[config.mk]
export PLATFORM = sky130hd
export DESIGN_NAME = prio_enc_seg_scan
export DESIGN_NICKNAME = d
export VERILOG_FILES = /design/src/rtl/prio_enc_seg_scan.sv
export SDC_FILE = /design/constraint.sdc
export NUM_CORES = 1
export LEC_CHECK = 0
export BUFFER_PORTS_ARGS = -buffer_cell sky130_fd_sc_hd__buf_2
export CAP_MARGIN = 40
export CORE_MARGIN = 10
export CORE_UTILIZATION = 35
export DETAILED_ROUTE_END_ITERATION = 8
export SLEW_MARGIN = 10
export SYNTH_ARGS = -nofsm -noshare
export SYNTH_HDL_FRONTEND = slang
export SYNTH_SLANG_ARGS = --single-unit
[constraint.sdc]
create_clock -name clk -period 2.4 [get_ports clk]
set_input_delay 0.36 -clock clk [delete_from_list [all_inputs] [get_ports clk]]
set_output_delay 0.36 -clock clk [all_outputs]
set_load 0.05 [all_outputs]
[src/rtl/prio_enc_seg_scan.sv]
`default_nettype none
// ============================================================================
// Module   : prio_enc_seg_scan
// Purpose  : Registered priority encoder with a valid/ready input handshake
//            and a time-multiplexed, common-anode hex 7-segment readout of
//            the encoded index.
// Revision : 1.0  initial release
// ----------------------------------------------------------------------------
// Ports
//   clk        in   1       system clock, rising edge
//   rst        in   1       asynchronous reset, active-high
//   in_valid   in   1       x is valid this cycle
//   in_ready   out  1       block can accept x (high in IDLE)
//   x          in   WIDTH   request vector, bit WIDTH-1 highest priority
//   out_valid  out  1       one-cycle pulse: y and empty just updated
//   y          out  IDX_W   index of highest set bit of last accepted x
//   empty      out  1       last accepted x was all-zero
//   seg        out  7       {a,b,c,d,e,f,g}, active-low
//   an         out  DIGITS  digit enables, active-low, one-hot-low
// Configuration macro
//   BLANK_EMPTY_EN : when defined, seg is dark (all ones) while empty=1;
//                    otherwise the display shows y (=0) while empty=1.
// ============================================================================
module prio_enc_seg_scan #(
  parameter  int WIDTH    = 16,
  parameter  int DIGITS   = 2,
  parameter  int SCAN_DIV = 1000,
  localparam int IDX_W    = $clog2(WIDTH)
) (
  input  logic              clk,
  input  logic              rst,
  input  logic              in_valid,
  output logic              in_ready,
  input  logic [WIDTH-1:0]  x,
  output logic              out_valid,
  output logic [IDX_W-1:0]  y,
  output logic              empty,
  output logic [6:0]        seg,
  output logic [DIGITS-1:0] an
);

  localparam int CNT_W = (SCAN_DIV > 1) ? $clog2(SCAN_DIV) : 1;
  localparam int DIG_W = (DIGITS > 1) ? $clog2(DIGITS) : 1;
  localparam int NIB_W = 4 * DIGITS;

  localparam logic [CNT_W-1:0] CNT_LAST = CNT_W'(SCAN_DIV - 1);
  localparam logic [DIG_W-1:0] DIG_LAST = DIG_W'(DIGITS - 1);

`ifdef BLANK_EMPTY_EN
  localparam logic BLANK = 1'b1;
`else
  localparam logic BLANK = 1'b0;
`endif

  // Reset shows y=0 with empty=1, so it follows the blanking rule too.
  localparam logic [6:0] SEG_DARK = 7'b1111111;
  localparam logic [6:0] SEG_ZERO = 7'b0000001;
  localparam logic [6:0] SEG_RST  = BLANK ? SEG_DARK : SEG_ZERO;

  typedef enum logic [0:0] {
    S_IDLE = 1'b0,
    S_BUSY = 1'b1
  } state_t;

  state_t            state_q, state_d;
  logic [WIDTH-1:0]  xr_q, xr_d;
  logic [IDX_W-1:0]  y_q, y_d;
  logic              empty_q, empty_d;
  logic              ov_q, ov_d;
  logic [CNT_W-1:0]  cnt_q, cnt_d;
  logic [DIG_W-1:0]  digit_q, digit_d;
  logic [6:0]        seg_q, seg_d;
  logic [DIGITS-1:0] an_q, an_d;

  logic [NIB_W-1:0]  y_ext;
  logic [NIB_W-1:0]  y_shift;
  logic [3:0]        nib;

  // Lowest-to-highest scan: the last set bit seen is the highest one.
  function automatic logic [IDX_W-1:0] hi_index(input logic [WIDTH-1:0] v);
    logic [IDX_W-1:0] r;
    r = '0;
    for (int i = 0; i < WIDTH; i++) begin
      if (v[i]) r = IDX_W'(i);
    end
    return r;
  endfunction

  function automatic logic [6:0] seg_font(input logic [3:0] n);
    logic [6:0] s;
    case (n)
      4'h0: s = 7'b0000001;
      4'h1: s = 7'b1001111;
      4'h2: s = 7'b0010010;
      4'h3: s = 7'b0000110;
      4'h4: s = 7'b1001100;
      4'h5: s = 7'b0100100;
      4'h6: s = 7'b0100000;
      4'h7: s = 7'b0001111;
      4'h8: s = 7'b0000000;
      4'h9: s = 7'b0000100;
      4'hA: s = 7'b0001000;
      4'hB: s = 7'b1100000;
      4'hC: s = 7'b0110001;
      4'hD: s = 7'b1000010;
      4'hE: s = 7'b0110000;
      default: s = 7'b0111000;
    endcase
    return s;
  endfunction

  // --------------------------------------------------------------------------
  // Handshake / encode FSM
  // --------------------------------------------------------------------------
  always_ff @(posedge clk or posedge rst) begin
    if (rst) begin
      state_q <= S_IDLE;
    end else begin
      state_q <= state_d;
    end
  end

  always_comb begin
    state_d  = state_q;
    in_ready = 1'b0;
    xr_d     = xr_q;
    y_d      = y_q;
    empty_d  = empty_q;
    ov_d     = 1'b0;
    case (state_q)
      S_IDLE: begin
        in_ready = 1'b1;
        if (in_valid) begin
          xr_d    = x;
          state_d = S_BUSY;
        end
      end
      S_BUSY: begin
        y_d     = hi_index(xr_q);
        empty_d = (xr_q == '0);
        ov_d    = 1'b1;
        state_d = S_IDLE;
      end
      default: state_d = S_IDLE;
    endcase
  end

  // --------------------------------------------------------------------------
  // Display scan. seg/an are computed from the *next* digit and *next* y so
  // the registered pair always changes together on one edge.
  // --------------------------------------------------------------------------
  always_comb begin
    cnt_d   = cnt_q + 1'b1;
    digit_d = digit_q;
    if (cnt_q == CNT_LAST) begin
      cnt_d   = '0;
      digit_d = (digit_q == DIG_LAST) ? '0 : digit_q + 1'b1;
    end
    y_ext   = NIB_W'(y_d);
    y_shift = y_ext >> {digit_d, 2'b00};
    nib     = y_shift[3:0];
    seg_d   = (BLANK && empty_d) ? SEG_DARK : seg_font(nib);
    an_d    = ~(DIGITS'(1) << digit_d);
  end

  always_ff @(posedge clk or posedge rst) begin
    if (rst) begin
      xr_q    <= '0;
      y_q     <= '0;
      empty_q <= 1'b1;
      ov_q    <= 1'b0;
      cnt_q   <= '0;
      digit_q <= '0;
      seg_q   <= SEG_RST;
      an_q    <= ~DIGITS'(1);
    end else begin
      xr_q    <= xr_d;
      y_q     <= y_d;
      empty_q <= empty_d;
      ov_q    <= ov_d;
      cnt_q   <= cnt_d;
      digit_q <= digit_d;
      seg_q   <= seg_d;
      an_q    <= an_d;
    end
  end

  assign out_valid = ov_q;
  assign y         = y_q;
  assign empty     = empty_q;
  assign seg       = seg_q;
  assign an        = an_q;

endmodule
`default_nettype wire

# ---- Word level (Yosys, flattened, before mapping)
# Memory sizes are Yosys's and may differ from the RTL's. A register that Yosys moved wholly into a read port is not among the register bits.
# Cells that the tools add are included.
dict set report totals {
  n_memories 1
  mem_bits_rw 0
  latch_bits 0
  romBits 112
  register_bits 36
  inputBits 19
}
# name depth word_bits rd rd_clocked_by_memory_dff wr line_no
set memory_table {}
lappend memory_table {{(name not given)} 16 7 1 1 0 91} ;# case (n)
dict set report classes {
  n_mux 23
  n_eq_ne 1
  shifts 2
  n_reduce_logical 2
  n_lt_le_gt_ge 0
  n_mul 0
  bitwise_logic 2
  add_sub_neg 2
  div_mod_pow 0
}
# operator n
set op_table {}
lappend op_table {{2-to-1 mux 4 bit} 15}
lappend op_table {{logical NOT 16 bit} 1}
lappend op_table {{adder 10 x 1 -> 10 bit, second input constant} 1}
lappend op_table {{equality test 10 bit, second input constant} 1}
lappend op_table {{2-to-1 mux 10 bit} 1}
lappend op_table {{2-to-1 mux 1 bit} 6}
lappend op_table {{right shift 4 x 3 -> 4 bit} 1}
lappend op_table {{inverter 2 bit} 1}
lappend op_table {{one-hot mux 1 bit (2 select lines)} 1}
lappend op_table {{AND reduction 2 bit} 1}
lappend op_table {{left shift 1 x 1 -> 2 bit, first input constant} 1}
lappend op_table {{adder 1 bit, second input constant} 1}
lappend op_table {{inverter 1 bit} 1}

# ---- Depth between registers and ports, before layout
# Gate-level depths: netlist (run 1).
dict set report depth {
  depth_word 17
  mapped_depth 11
  ltp_nobuf 11
}

# ---- Least setup slack after synthesis (run 1)
# Ideal clock, no wire load.
dict set report synth_path {
  kind {flip-flop to flip-flop}
  start {reg y_q[0], in the netlist y[0]}
  end {reg seg_q[3], in the netlist seg[3]}
  setup_ns 0.082
  path_stages_with_launch 9
  arrival_time_ns 2.146
  slack_ns 0.173
  path_cell_list {dfrtp_1 -> nor2_1 -> a2111o_1 -> a21oi_1 -> or2_2 -> nand2_1 -> ha_1 -> o2111a_1 -> a31oi_1}
}
dict set report synth_via {
  elab_chain_len 2
}
# item line_no
set synth_rtl {}
lappend synth_rtl {{start: declaration} 67} ;# logic [IDX_W-1:0] y_q, y_d;
lappend synth_rtl {{start signal: assignment} 178} ;# y_q <= y_d;
lappend synth_rtl {{2-to-1 mux 4 bit} 130} ;# case (state_q)
lappend synth_rtl {{named net y_d[0]} 67}
lappend synth_rtl {{right shift 4 x 3 -> 4 bit} 160} ;# y_shift = y_ext >> {digit_d, 2'b00};
lappend synth_rtl {{end: declaration} 72} ;# logic [6:0] seg_q, seg_d;
# The timed path passes the listed nets, and every way through them passes these cells.
# A chain may end at the register's enable or synchronous reset.

# ---- Final worst setup path (run 1)
dict set report layout_path {
  start {reg cnt_q[0]}
  end {reg seg_q[0], in the netlist seg[0]}
}
dict set report layout_via {
  elab_chain_len 3
}
# item line_no
set layout_rtl {}
lappend layout_rtl {{start: declaration} 70} ;# logic [CNT_W-1:0] cnt_q, cnt_d;
lappend layout_rtl {{start signal: assignment} 181} ;# cnt_q <= cnt_d;
lappend layout_rtl {{equality test 10 bit} 155} ;# if (cnt_q == CNT_LAST) begin
lappend layout_rtl {{2-to-1 mux 1 bit} 155}
lappend layout_rtl {{right shift 4 x 3 -> 4 bit} 160}
# Every way passes these cells.

==> run summary, run 1 <==
Status: completed
Fin crit share: 0.932
Commonest cells post-synth: dfrtp_1, nor2_1, mux2_2, nand2_1, o21ai_0
Slew Viols, Final: 0
RD Place Congestion: 0.819
Initial DRC count: 56
Initial Util: 0.369
Total gr overflow: 0
Worst EP arrival: 2.46 ns
Drt total wl: 4.17 mm
Crit. End Element: flip-flop
WL per Instance: 13.7 um
Top post-synthesis cells by area: dfrtp_1, mux2_2, ha_1
Power Dens Cells: 722 nW/um^2
EDFF count, synth: 0
Adder-Cell Fraction of Synth Area: 0.0423
Largest net degree at the start of global routing: 43
Synth Area in XOR/XNOR: 0.0290
Startpoint Class: flip-flop
Seq pwr share: 0.471
Mux cell area share after synthesis: 0.0810
Total track usage: 0.0895
Antenna diode count: 0
Pint: 1170 uW
Slew margin rel.: 0.656
Die Width: 96.9 um
TritonCTS clock tree: yes
Compound-Gate Fraction of Synth Area: 0.126
Initial antenna violation count: 0
CP max stage delay: 0.43 ns
CP Cell Sequence: ha_4, nand4b_1, nor3_4, xor2_2, inv_2, and2_1, ha_2, o21ai_0, o21ai_1, a221o_1
Fin Clk Skew: 0.0138 ns
CP bufs+invs: 1
Critical-path top delay cell: dfrtp_1
Max-Cap Viols: 0
Synth-to-layout area growth: 19.8%
Nets: 257
Die area: 9390 um^2
Clock group share of total power: 0.248
Drc violations: 0
Insertion delay to the later sink of the worst-skew pair: 0.29 ns
Via count: 1516
Comb power frac: 0.281
CTS max path bufs: 2
Syn Area/Cell: 11.2 um^2
Synth top area share: 0.472
Clock Root Buffer: clkbuf_8
Post-DR vias/cell: 4.99
HPWL reported at the end of detailed placement: 3.20 mm
Mapped Nets: 211
Vias in the first global route: 1558
FF+latch count, synth: 42
H-tree depth: 2
Row Count: 27
DR pass1 iterations: 4
Final min period: 2.24 ns
Core area: 5610 um^2
CTS clk-pin slew, worst paths: 0.09 ns
Synth area leader: dfrtp_1
Synth Area in Simple Gates: 0.176
Final number of hold-violating endpoints: 0
Hold buffers post-CTS: 0
Top-count cell post-synth: dfrtp_1
Critical path type: flip-flop to flip-flop
# setup viols final: 0
Synth unique cells: 52
Leakage: 0.00112 uW
Ports: 35
Sequential area share after synthesis: 0.510
TritonCTS Sinks: 42
Max IR drop VDD: 410 uV
Slew @ Worst Pin: 0.515 ns
Synth Cell Area: 2070 um^2
Post-Syn Instances: 185
Switch share: 0.346
Synth Flop Type: dfrtp_1
First-pass GRT wire length: 7.31 mm
Setup TNS: 0 ns
Hold/Removal Path Class: input port to async pin
# fillers: 585
WP data required: 2.62 ns
FMAX: 447 MHz
Net Sw Power: 620 uW
Warnings, synthesis: 0
TritonCTS Buffers: 5
Antenna-violating nets left: 0
Post-layout util: 0.442
Critical path fanouts, max: 4
Post-synth ARST share: 1.00
Layout cells sized above 1: 0.379
Die height: 96.9 um
Fin area: 2480 um^2
Delay-heaviest family, CP: simple AND/OR/NAND/NOR gates
RSZ-0062 raised after global routing: false
Largest family of logic cells by synthesized area: simple AND/OR/NAND/NOR gates
Placed cell area: 2360 um^2
I/O Buffers: 34
kinds of logic after synthesis:
| group | count (synthesis) |
|---|---|
| mux | 15 |
| flops | 42 |
| buf+inv | 13 |
| compound gates | 38 |
| xor+xnor | 6 |
| fa+ha+maj | 7 |
| simple gates | 64 |
metrics by stage:
step | cells | total power [uW] | hold slack (ns) | worst slack [ns]
after CTS | 303 | 1810 | 0.205 | 0.0565
after global placement | 295 | 1360 | 0.472 | 0.0520
after detailed placement | 295 | 1360 | 0.477 | 0.0618
after global routing | 304 | 1900 | 0.225 | 0.0146
after floorplan | 185 | 1220 | 0.409 | 0.173
final | 304 | 1790 | 0.177 | 0.163
sequential cells by signal, summed over array words and instances, names as in the netlist:
signal	count
an	2
empty	1
cnt_q	10
seg	7
out_valid	1
y	4
xr_q	16
state_q	1
final timing paths:
check / startpoint / to / slack [ns] / depth (start not counted)
max in group asynchronous: rst / seg[0]$_DFF_PP1_ / 1.84 / 3
max: cnt_q[0]$_DFF_PP0_ / seg[0]$_DFF_PP1_ / 0.16 / 10
min reg2reg: empty$_DFFE_PP1P_ / empty$_DFFE_PP1P_ / 0.49 / 1
min: rst / xr_q[0]$_DFFE_PP0P_ / 0.18 / 3
min in group clk: x[6] / xr_q[6]$_DFFE_PP0P_ / 0.29 / 3
max reg2reg: cnt_q[0]$_DFF_PP0_ / seg[0]$_DFF_PP1_ / 0.16 / 10
layer usage:
metal	part of all wire	routed length, um	track usage	vias to the layer above
met5	0	0	0	-
met4	0.0046	19	0.0203	0
met3	0.065	269	0.0355	2
met2	0.45	1880	0.135	33
met1	0.48	2000	0.116	721
li1	-	-	-	760
worst register-to-register path, cell delays in order (launching register included):
cell and delay [ns]:
dfrtp_1 0.43, ha_4 0.17, nand4b_1 0.16, nor3_4 0.26, xor2_2 0.20, inv_2 0.08
and2_1 0.18, ha_2 0.21, o21ai_0 0.07, o21ai_1 0.09, a221o_1 0.31
cell usage in the layout (no fill, tap or decap), types with 2 or more instances in the layout:
master    netlist  routed
nand4b_1        2       2
buf_2           3      34
dfrtp_1        39      39
buf_4           2      11
dfstp_2         3       3
nand3_1         7       7
or2_2           3       3
inv_1           5       4
a31oi_1         3       3
clkbuf_8        0       5
nand4_1         2       2
o21ai_0        10      10
o21ai_1         2       2
nor4_2          2       2
nand2_1        11      10
xor2_1          4       4
and2_1          2       2
a21oi_1         6       6
or3_1           2       2
ha_1            7       5
mux2_2         14      14
nor2_1         20      20
o31ai_1         3       3
inv_2           1       2
nor2b_1         4       4
repair_timing:
action / 4_1_cts / 5_1_grt
buffers inserted: 0 / 1
setup endpoints to repair: 0 / 4
gates resized for setup: 0 / 6
power groups by stage:
stage	Clock, uW	Combinational [uW]	Sequential [uW]
floorplan	0	222	995
global placement	0	498	858
detailed placement	0	502	857
CTS	461	504	844
global route	485	552	858
finish	444	502	844
final cells by class:
| class | instances | area, um^2 | area share |
|---|---|---|---|
| clock buffers | 6 | 72.6 | 0.0293 |
| clock inverters | 2 | 13.8 | 0.00555 |
| inverters | 7 | 33.8 | 0.0136 |
| multi-input cells | 130 | 962 | 0.388 |
| flip-flops and latches | 42 | 1050 | 0.425 |
| well taps | 72 | 90.1 | 0.0363 |
| repair buffers | 45 | 253 | 0.102 |
Note: power is estimated with default switching activity, not from simulation.
==> run 2, diff against run 1 <==
GPL_TIMING_DRIVEN = 0   (was default)
==> run summary, run 2 (synthesized netlist as in run 1, its figures left out) <==
First-pass GRT wire length: 7.80 mm (+6.8%)
WP data required: 2.61 ns (about the same)
RSZ-0062 raised after global routing: false
Max-Cap Viols: 0 (unchanged)
Slew margin rel.: 0.717 (+0.0609)
Final number of hold-violating endpoints: 0 (unchanged)
Final min period: 2.30 ns (+0.0657 ns)
Ports: 35 (unchanged)
Status: completed
# setup viols final: 0 (unchanged)
FMAX: 434 MHz (-2.9%)
Antenna-violating nets left: 0 (unchanged)
Die Width: 96.9 um (unchanged)
Startpoint Class: flip-flop
Nets: 256 (-0.39%)
Commonest non-fill, non-tap cell in the layout: buf_2
Max reg flops: 16 (unchanged)
CTS max path bufs: 2 (unchanged)
Slew Viols, Final: 0 (unchanged)
HPWL reported at the end of detailed placement: 3.35 mm (+4.5%)
Clock Root Buffer: clkbuf_8
Drt total wl: 4.35 mm (+4.2%)
Total gr overflow: 0 (unchanged)
Critical path fanouts, max: 4 (unchanged)
Min Hold Slack: 0.00618 ns (-0.171 ns)
Antenna diode count: 0 (unchanged)
Slew @ Worst Pin: 0.420 ns (-0.0949 ns)
TritonCTS Sinks: 42 (unchanged)
Die area: 9390 um^2 (unchanged)
Initial DRC count: 32 (-43%)
Die height: 96.9 um (unchanged)
Insertion delay to the later sink of the worst-skew pair: 0.29 ns (about the same)
Post-route non-filler standard cell count: 303 (-0.33%)
Worst EP arrival: 2.51 ns (+0.05 ns)
Fin Clk Skew: 0.00785 ns (-0.00590 ns)
Setup TNS: 0 ns (unchanged)
WL per Instance: 14.3 um (+4.5%)
Fin area: 2540 um^2 (+2.3%)
Leakage: 0.00113 uW (+1.0%)
Layout cells sized above 1: 0.411 (+0.0319)
H-tree depth: 2 (unchanged)
# fillers: 573 (-2.1%)
TritonCTS Buffers: 5 (unchanged)
Max IR drop VDD: 399 uV (-2.8%)
Largest net degree at the start of global routing: 32 (-26%)
Initial antenna violation count: 0 (unchanged)
Drc violations: 0 (unchanged)
Placed insts: 292 (-1.0%)
Synth-to-layout area growth: 22.6%
Via count: 1538 (+1.5%)
Core area: 5610 um^2 (unchanged)
Post-DR vias/cell: 5.08 (+1.8%)
Hold/Removal Path Class: input port to async pin
Vias in the first global route: 1634 (+4.9%)
DR pass1 iterations: 4 (unchanged)
Row Count: 27 (unchanged)
Initial Util: 0.369 (unchanged)
TritonCTS clock tree: yes
Most frequent cells in the layout: buf_2, dfrtp_1, nor2_1
RD Place Congestion: 0.818 (about the same)
Post-layout util: 0.452 (+0.0103)
Crit. End Element: flip-flop
Total track usage: 0.0964 (+0.00682)
I/O Buffers: 34 (unchanged)
Critical path type: flip-flop to flip-flop
CTS clk-pin slew, worst paths: 0.08 ns (about the same)
Largest reg by FF count: xr_q
Placed cell area: 2350 um^2 (-0.58%)
Power Dens Cells: 749 nW/um^2 (+3.8%)
Fin crit share: 0.959 (+0.0274)
[run 2: cell count changes in the layout (fill, tap and decap cells not counted), sizes merged]
cell    delta
bufinv     +1
clkbuf     -1
buf        -1
[run 2: per-stage QoR]
| step | setup WS [ns] | power (uW) |
|---|---|---|
| 6_report | 0.0973 | 1900 |
| 3_5_place_dp | -0.118 | 1350 |
| 2_1_floorplan | 0.173 | 1220 |
| 5_1_grt | 0.00501 | 2020 |
| 4_1_cts | 0.0118 | 1900 |
| 3_3_place_gp | -0.114 | 1340 |
[run 2: repair_timing]
item                       in CTS  in global routing
pin swaps                       1                  3
setup buffers                   1                  2
setup endpoints to repair       4                  6
hold buffers                    0                  0
gates resized for setup         5                 11
[run 2: critical path: stages (launching register included)]
cell      delay [ns]
dfrtp_1         0.42
or2_2           0.30
a2111o_1        0.33
a21oi_4         0.17
or2_2           0.18
nand2_2         0.09
ha_1            0.32
o2111a_1        0.26
a31oi_1         0.16
[run 2: worst paths after layout]
| check | to | slack [ns] | from | depth (start not counted) |
|---|---|---|---|---|
| setup / recovery | seg[3]$_DFF_PP0_ | 0.1 | xr_q[12]$_DFFE_PP0P_ | 8 |
| hold / removal | xr_q[1]$_DFFE_PP0P_ | 0.006 | rst | 2 |
| setup reg to reg | seg[3]$_DFF_PP0_ | 0.1 | xr_q[12]$_DFFE_PP0P_ | 8 |
| hold reg to reg | empty$_DFFE_PP1P_ | 0.49 | empty$_DFFE_PP1P_ | 1 |
| max in group asynchronous | empty$_DFFE_PP1P_ | 1.89 | rst | 3 |
| min in group clk | xr_q[14]$_DFFE_PP0P_ | 0.28 | x[14] | 3 |
[run 2: final cells by class]
cell class	instances	area (um^2)	area share
sequential	42	1060	0.418
multi-input combinational	130	988	0.390
timing repair buffer	38	213	0.0838
tap	72	90.1	0.0355
clock buffer	5	68.8	0.0271
buffer	6	43.8	0.0173
clock inverter	3	40.0	0.0158
inverter	7	33.8	0.0133
[run 2: where the power goes]
group | switching [uW] | internal [uW] | total [uW]
Clock | 236 | 306 | 543
Sequential | 60.6 | 791 | 851
Combinational | 333 | 173 | 507
Total | 630 | 1270 | 1900
[run 2: routing by layer]
metal | global-route usage | share of wire | up-vias
met4 | 0.0237 | 0.0051 | 0
met2 | 0.150 | 0.46 | 37
met1 | 0.122 | 0.47 | 747
met5 | 0 | 0 | -
met3 | 0.0376 | 0.064 | 2
li1 | - | - | 752
